## src/rtl/rvga_ddr_arbiter_if.sv

```systemverilog
// rtl/rvga_ddr_arbiter_if.sv - bus bundle between the two L1 cache miss ports and the shared DDR port
//
// Purpose: groups every cache-side and DDR-side signal of the arbiter.
// Modports:
//   slave  - arbiter view: cache requests, DDR read data and DDR response in; cache responses, DDR command and arb_timeout out
//   master - environment view: the same signals with opposite directions
interface rvga_ddr_arbiter_if #(
  parameter int ADDR_W = 32,
  parameter int LINE_W = 256
);
  logic [ADDR_W-1:0] icache_iddr_addr;
  logic              icache_iddr_read;
  logic [LINE_W-1:0] iddr_icache_rdata;
  logic              iddr_icache_resp;

  logic [ADDR_W-1:0] dcache_dddr_addr;
  logic              dcache_dddr_read;
  logic              dcache_dddr_write;
  logic [LINE_W-1:0] dcache_dddr_wdata;
  logic [LINE_W-1:0] dddr_dcache_rdata;
  logic              dddr_dcache_resp;

  logic [ADDR_W-1:0] ddr_addr;
  logic              ddr_read;
  logic              ddr_write;
  logic [LINE_W-1:0] ddr_wdata;
  logic [LINE_W-1:0] ddr_rdata;
  logic              ddr_resp;

  logic              arb_timeout;

  modport slave (
    input  icache_iddr_addr, icache_iddr_read,
    output iddr_icache_rdata, iddr_icache_resp,
    input  dcache_dddr_addr, dcache_dddr_read, dcache_dddr_write, dcache_dddr_wdata,
    output dddr_dcache_rdata, dddr_dcache_resp,
    output ddr_addr, ddr_read, ddr_write, ddr_wdata,
    input  ddr_rdata, ddr_resp,
    output arb_timeout
  );

  modport master (
    output icache_iddr_addr, icache_iddr_read,
    input  iddr_icache_rdata, iddr_icache_resp,
    output dcache_dddr_addr, dcache_dddr_read, dcache_dddr_write, dcache_dddr_wdata,
    input  dddr_dcache_rdata, dddr_dcache_resp,
    input  ddr_addr, ddr_read, ddr_write, ddr_wdata,
    output ddr_rdata, ddr_resp,
    input  arb_timeout
  );
endinterface

```

## src/rtl/rvga_ddr_arbiter.sv

```systemverilog
// rtl/rvga_ddr_arbiter.sv - round-robin arbiter sharing one DDR port between I-cache and D-cache
//
// Purpose: grants one cache miss at a time onto the shared DDR port, returns the
// line and a one-cycle resp pulse to the granted cache, then idles for one cycle.
// Ports:
//   clk - rising-edge clock
//   rst - asynchronous active-high reset
//   bus - rvga_ddr_arbiter_if.slave: cache request/response pairs, DDR command/response, arb_timeout
module rvga_ddr_arbiter #(
  parameter int          ADDR_W      = 32,
  parameter int          LINE_W      = 256,
  parameter int unsigned TIMEOUT_CYC = 1024
) (
  input  logic                clk,
  input  logic                rst,
  rvga_ddr_arbiter_if.slave   bus
);

  typedef enum logic [1:0] {
    IDLE,
    SERVE_I,
    SERVE_D,
    DONE
  } state_t;

  state_t state;
  state_t state_next;

  // 1 = D-cache holds the most recent grant, so I-cache wins the next tie.
  logic        last_grant_d;
  logic [31:0] timer;
  logic [31:0] timer_inc;

  logic              ireq;
  logic              dreq;
  logic [ADDR_W-1:0] grant_addr;
  logic [LINE_W-1:0] grant_wdata;
  logic              grant_write;

  assign ireq      = bus.icache_iddr_read;
  assign dreq      = bus.dcache_dddr_read | bus.dcache_dddr_write;
  assign timer_inc = timer + 32'd1;

  always_ff @(posedge clk or posedge rst) begin
    if (rst) begin
      state <= IDLE;
    end else begin
      state <= state_next;
    end
  end

  always_comb begin
    state_next  = state;
    grant_addr  = '0;
    grant_wdata = '0;
    grant_write = 1'b0;
    case (state)
      IDLE: begin
        if (ireq && (!dreq || last_grant_d)) begin
          state_next = SERVE_I;
          grant_addr = bus.icache_iddr_addr;
        end else if (dreq) begin
          state_next  = SERVE_D;
          grant_addr  = bus.dcache_dddr_addr;
          grant_wdata = bus.dcache_dddr_wdata;
          // Read+write together is illegal; the writeback wins.
          grant_write = bus.dcache_dddr_write;
        end
      end
      SERVE_I, SERVE_D: begin
        if (bus.ddr_resp) begin
          state_next = DONE;
        end
      end
      DONE: begin
        // Requests are ignored here so a requester still holding its
        // request after resp cannot be granted twice.
        state_next = IDLE;
      end
      default: state_next = IDLE;
    endcase
  end

  always_ff @(posedge clk or posedge rst) begin
    if (rst) begin
      bus.ddr_addr          <= '0;
      bus.ddr_read          <= 1'b0;
      bus.ddr_write         <= 1'b0;
      bus.ddr_wdata         <= '0;
      bus.iddr_icache_rdata <= '0;
      bus.iddr_icache_resp  <= 1'b0;
      bus.dddr_dcache_rdata <= '0;
      bus.dddr_dcache_resp  <= 1'b0;
      bus.arb_timeout       <= 1'b0;
      last_grant_d          <= 1'b1;
      timer                 <= '0;
    end else begin
      bus.iddr_icache_resp <= 1'b0;
      bus.dddr_dcache_resp <= 1'b0;
      case (state)
        IDLE: begin
          if (state_next != IDLE) begin
            bus.ddr_addr  <= grant_addr;
            bus.ddr_wdata <= grant_wdata;
            bus.ddr_write <= grant_write;
            bus.ddr_read  <= ~grant_write;
            last_grant_d  <= (state_next == SERVE_D);
            timer         <= '0;
          end
        end
        SERVE_I, SERVE_D: begin
          if (timer != TIMEOUT_CYC) begin
            timer <= timer_inc;
          end
          // Sticky: the FSM keeps waiting, only rst clears the flag.
          if ((TIMEOUT_CYC != 0) && (timer_inc == TIMEOUT_CYC)) begin
            bus.arb_timeout <= 1'b1;
          end
          if (bus.ddr_resp) begin
            bus.ddr_read  <= 1'b0;
            bus.ddr_write <= 1'b0;
            if (state == SERVE_I) begin
              bus.iddr_icache_rdata <= bus.ddr_rdata;
              bus.iddr_icache_resp  <= 1'b1;
            end else begin
              bus.dddr_dcache_rdata <= bus.ddr_rdata;
              bus.dddr_dcache_resp  <= 1'b1;
            end
          end
        end
        default: begin
        end
      endcase
    end
  end

endmodule
```

## src/flat_wrapper.sv

```systemverilog
// flat-port wrapper written by rule: the top's interface ports become plain ports
module rvga_ddr_arbiter_flat 
#(
  parameter int          ADDR_W      = 32,
  parameter int          LINE_W      = 256,
  parameter int unsigned TIMEOUT_CYC = 1024
)
  (clk, rst, bus_icache_iddr_addr, bus_icache_iddr_read, bus_iddr_icache_rdata, bus_iddr_icache_resp, bus_dcache_dddr_addr, bus_dcache_dddr_read, bus_dcache_dddr_write, bus_dcache_dddr_wdata, bus_dddr_dcache_rdata, bus_dddr_dcache_resp, bus_ddr_addr, bus_ddr_read, bus_ddr_write, bus_ddr_wdata, bus_ddr_rdata, bus_ddr_resp, bus_arb_timeout);
  rvga_ddr_arbiter_if #(.ADDR_W(ADDR_W), .LINE_W(LINE_W)) bus_i ();
  input  logic clk;
  input  logic rst;
  input wire logic [$bits(bus_i.icache_iddr_addr)-1:0] bus_icache_iddr_addr;
  input wire logic [$bits(bus_i.icache_iddr_read)-1:0] bus_icache_iddr_read;
  output wire logic [$bits(bus_i.iddr_icache_rdata)-1:0] bus_iddr_icache_rdata;
  output wire logic [$bits(bus_i.iddr_icache_resp)-1:0] bus_iddr_icache_resp;
  input wire logic [$bits(bus_i.dcache_dddr_addr)-1:0] bus_dcache_dddr_addr;
  input wire logic [$bits(bus_i.dcache_dddr_read)-1:0] bus_dcache_dddr_read;
  input wire logic [$bits(bus_i.dcache_dddr_write)-1:0] bus_dcache_dddr_write;
  input wire logic [$bits(bus_i.dcache_dddr_wdata)-1:0] bus_dcache_dddr_wdata;
  output wire logic [$bits(bus_i.dddr_dcache_rdata)-1:0] bus_dddr_dcache_rdata;
  output wire logic [$bits(bus_i.dddr_dcache_resp)-1:0] bus_dddr_dcache_resp;
  output wire logic [$bits(bus_i.ddr_addr)-1:0] bus_ddr_addr;
  output wire logic [$bits(bus_i.ddr_read)-1:0] bus_ddr_read;
  output wire logic [$bits(bus_i.ddr_write)-1:0] bus_ddr_write;
  output wire logic [$bits(bus_i.ddr_wdata)-1:0] bus_ddr_wdata;
  input wire logic [$bits(bus_i.ddr_rdata)-1:0] bus_ddr_rdata;
  input wire logic [$bits(bus_i.ddr_resp)-1:0] bus_ddr_resp;
  output wire logic [$bits(bus_i.arb_timeout)-1:0] bus_arb_timeout;
  assign bus_i.icache_iddr_addr = bus_icache_iddr_addr;
  assign bus_i.icache_iddr_read = bus_icache_iddr_read;
  assign bus_iddr_icache_rdata = bus_i.iddr_icache_rdata;
  assign bus_iddr_icache_resp = bus_i.iddr_icache_resp;
  assign bus_i.dcache_dddr_addr = bus_dcache_dddr_addr;
  assign bus_i.dcache_dddr_read = bus_dcache_dddr_read;
  assign bus_i.dcache_dddr_write = bus_dcache_dddr_write;
  assign bus_i.dcache_dddr_wdata = bus_dcache_dddr_wdata;
  assign bus_dddr_dcache_rdata = bus_i.dddr_dcache_rdata;
  assign bus_dddr_dcache_resp = bus_i.dddr_dcache_resp;
  assign bus_ddr_addr = bus_i.ddr_addr;
  assign bus_ddr_read = bus_i.ddr_read;
  assign bus_ddr_write = bus_i.ddr_write;
  assign bus_ddr_wdata = bus_i.ddr_wdata;
  assign bus_i.ddr_rdata = bus_ddr_rdata;
  assign bus_i.ddr_resp = bus_ddr_resp;
  assign bus_arb_timeout = bus_i.arb_timeout;
  rvga_ddr_arbiter #(.ADDR_W(ADDR_W), .LINE_W(LINE_W), .TIMEOUT_CYC(TIMEOUT_CYC)) u_core (.clk(clk), .rst(rst), .bus(bus_i));
endmodule
```

## config.mk

```make
export PLATFORM = sky130hd
export DESIGN_NAME = rvga_ddr_arbiter_flat
export DESIGN_NICKNAME = d
export VERILOG_FILES = /design/src/rtl/rvga_ddr_arbiter_if.sv /design/src/rtl/rvga_ddr_arbiter.sv /design/src/flat_wrapper.sv
export SDC_FILE = /design/constraint.sdc
export NUM_CORES = 2
export LEC_CHECK = 0
export ABC_AREA = 1
export BUFFER_PORTS_ARGS = -buffer_cell sky130_fd_sc_hd__buf_2
export CAP_MARGIN = 30
export CELL_PAD_IN_SITES_DETAIL_PLACEMENT = 1
export CELL_PAD_IN_SITES_GLOBAL_PLACEMENT = 2
export CORE_AREA = 2 2 547 549
export DETAILED_ROUTE_END_ITERATION = 16
export DIE_AREA = 0 0 549 551
export PLACE_DENSITY_LB_ADDON = 0.1
export SYNTH_ARGS = -nofsm -noshare
export SYNTH_HDL_FRONTEND = slang
export SYNTH_SLANG_ARGS = --single-unit
export TNS_END_PERCENT = 50
```

## constraint.sdc

```tcl
create_clock -name clk -period 83.6 [get_ports clk]
set_clock_uncertainty 0.15 [all_clocks]
set_input_delay 8.36 -clock clk [delete_from_list [all_inputs] [get_ports clk]]
set_output_delay 8.36 -clock clk [all_outputs]
set_load 0.01 [all_outputs]
```

==> out/results.ini <==
[status]
status = completed

[timing]
tns_ps = 0
worst_pin_slew_ps = 1310
fmax_mhz = 80.8
period_minus_slack_ps = 12370
setup_viol = 0
grt_setup_unrepaired = no
timing.final.max_slew_violations = 0
hold_ws_ps = 310
max_slew_margin = 0.127
finalHoldViolCount = 0
finalCritPeriodShare = 0.148

[clocking]
cts_max_level = 3
cts_tree = yes
cts_hold_buf = 0
numCtsBuffers = 125
cts_resized = 0
path_clk_slew_ps = 50
root_buffer = clkbuf_16
cts.sinks = 840
cts_buffer_depth = 4
clk_latency_ps = 820
cts_setup_buffers = 0

[pwr]
leakagePower_uw = 0.0255
power-per-cell-area_nw_per_um2 = 40.8
ir_drop_v = 0.0000201
total_power_uw = 2000

[synth]
synth_top_area_cell = dfrtp_1
ys_seq_area_frac = 0.632
synthFlopType = dfrtp_1
synth_cell_type_count = 27
synth_fp_nets = 4236
synth-seq-cells = 840
synth_edf_count = 0
synthTopCellsByArea = dfrtp_1 (63%), nand2_1 (11%), nand3_1 (8.1%)
synthArstFlopShare = 1.00
synthesis.area_um2 = 33300
yosysWarnings = 0
netlist.area_leader.share = 0.631
synth.avg_cell_area_um2 = 9.12
syn_inst = 3649

[detailed_routing]
vias = 31400
wl_per_cell_um = 25.1
drtIter0Drc = 1641
drc_errors = 0
drt-pass1-iter-count = 5
ant_nets = 0
postRouteWirelength_um = 228000
detail_route.vias_per_cell = 3.47

[floorplan]
fp.dieW_um = 549
coreArea_um2 = 296000
start_util = 0.112
ioPinCount = 1387
die_y_um = 551
rows = 200
die_area_um2 = 302000

[final_layout]
final_cells = 9054
nets = 5552
post-route-util = 0.165
final_layout_size_suffix_gt1_frac = 0.324
areaGrowthSynthToFinish_pct = 47.2

[worst_setup_path]
path_cells = buf_2 > nor2_1 > o21ai_2 > inv_2 > buf_4 > o21ai_4 > nand2_4 > buf_4 > buf_4 > buf_4 > o22ai_1 > nand2_1 > o21ai_0
end_kind = flip-flop
slowest_delay_ps = 810
critical_path_required_ps = 84130
crit_type = input port to flip-flop
crit_path_start_kind = input port
critical_path_arrival_ps = 12900
rrSetupSlack_ps = 78730
path_max_fanout = 67
cpMostUsedCell = buf_4
slowest_stage = buf_4

[place]
dp_cells = 8775
hpwl_um = 177000
port_buffers = 1386
place.gp.congestion = 0.786

[hold_path]
hp-class = flip-flop to flip-flop

[global_route]
grt-ovfl-total = 0
grt_pass1_vias = 33200
groute.usage.overall = 0.146
grt_start_max_net_pins = 219
grt_antenna_before_repair = 207
grt_pass1_wl_um = 304000

[job]
maxCapViolCount = 0

## final timing paths
kind                                        start  cells past startpoint                              end
setup reg to reg              u_core.last_grant_d                     11             u_core.bus.ddr_write
hold / removal             u_core.bus.arb_timeout                      2           u_core.bus.arb_timeout
min in group asynchronous                     rst                      2  u_core.bus.dddr_dcache_rdata[7]
setup / recovery            bus_dcache_dddr_write                     13             u_core.bus.ddr_write
hold reg to reg            u_core.bus.arb_timeout                      2           u_core.bus.arb_timeout
max in group asynchronous                     rst                      6        u_core.bus.ddr_wdata[105]
## logic make-up (layout without fill, tap and decap cells)
kind of cell | Yosys count | count (layout) | share of synthesized area
fa+ha+maj | 5 | 5 | 0.00188
simple gates | 1673 | 1673 | 0.212
buf+inv | 543 | 1948 | 0.0638
other cells | 0 | 61 | 0
xor+xnor | 2 | 2 | 0.000527
compound gates | 586 | 586 | 0.0904
flops | 840 | 840 | 0.632
## final cells by class
class,count,area [um2]
fillers,35000,247000
flip-flops and latches,840,21000
multi-input cells,2266,10200
repair buffers,1431,7520
well taps,3939,4930
clock buffers,183,3690
inverters,301,1140
clock inverters,33,353
diodes,61,153
## cells in the mapped netlist (3+ instances only)
cell type and number:
a21oi_1 25, a22oi_1 22, a31oi_1 10, buf_1 12
buf_2 67, clkbuf_1 163, dfrtp_1 839, ha_1 5
inv_1 298, inv_2 3, nand2_1 1011, nand3_1 538
nand3b_1 8, nand4_1 8, nor2_1 97, nor2_2 3
nor4_1 3, o21ai_0 524
## power breakdown
group / internal, uW / switching (uW) / leakage, uW / total (uW)
Sequential: 577 / 92.4 / 0.0107 / 669
Clock: 320 / 219 / 0.00200 / 539
Combinational: 234 / 556 / 0.0128 / 790
Total: 1130 / 868 / 0.0255 / 2000
## stage by stage
step / area (um2) / setup slack, ps
floorplan: 33300 / 51490
global placement: 44500 / 70350
detailed placement: 44700 / 70340
CTS: 48800 / 71270
global route: 48900 / 70870
finish: 49000 / 71230
## flip-flops by register name, summed over array words and instances (netlist names), 2 cells and up
| name | count |
|---|---|
| u_core.bus.dddr_dcache_rdata | 256 |
| u_core.bus.ddr_addr | 32 |
| u_core.bus.ddr_wdata | 256 |
| u_core.bus.iddr_icache_rdata | 256 |
| u_core.state | 2 |
| u_core.timer | 32 |
## routing by layer
metal	GRT usage	part of all wire
met5	0	0.0027
met4	0.0393	0.030
met3	0.0695	0.11
met2	0.255	0.49
met1	0.156	0.37
## critical path: cells and delay by family
family,cells,cell delay (ps)
buffers and inverters,6,2880
AO/OA/AOI/OAI,4,570
AND/OR/NAND/NOR,3,900
## layout by cell type (no fill, tap or decap), types with 10 or more instances in the layout
master | synthesis | final
buf_2 | 67 | 1386
nand2_1 | 1011 | 1010
dfrtp_1 | 839 | 839
nand3_1 | 538 | 536
o21ai_0 | 524 | 524
inv_1 | 298 | 297
clkbuf_16 | 0 | 125
nor2_1 | 97 | 97
diode_2 | 0 | 61
clkbuf_8 | 0 | 34
buf_4 | 0 | 30
a21oi_1 | 25 | 25
clkbuf_1 | 163 | 24
a22oi_1 | 22 | 22
clkinv_2 | 0 | 19
a31oi_1 | 10 | 10
Power figures use the tool's default switching activity.
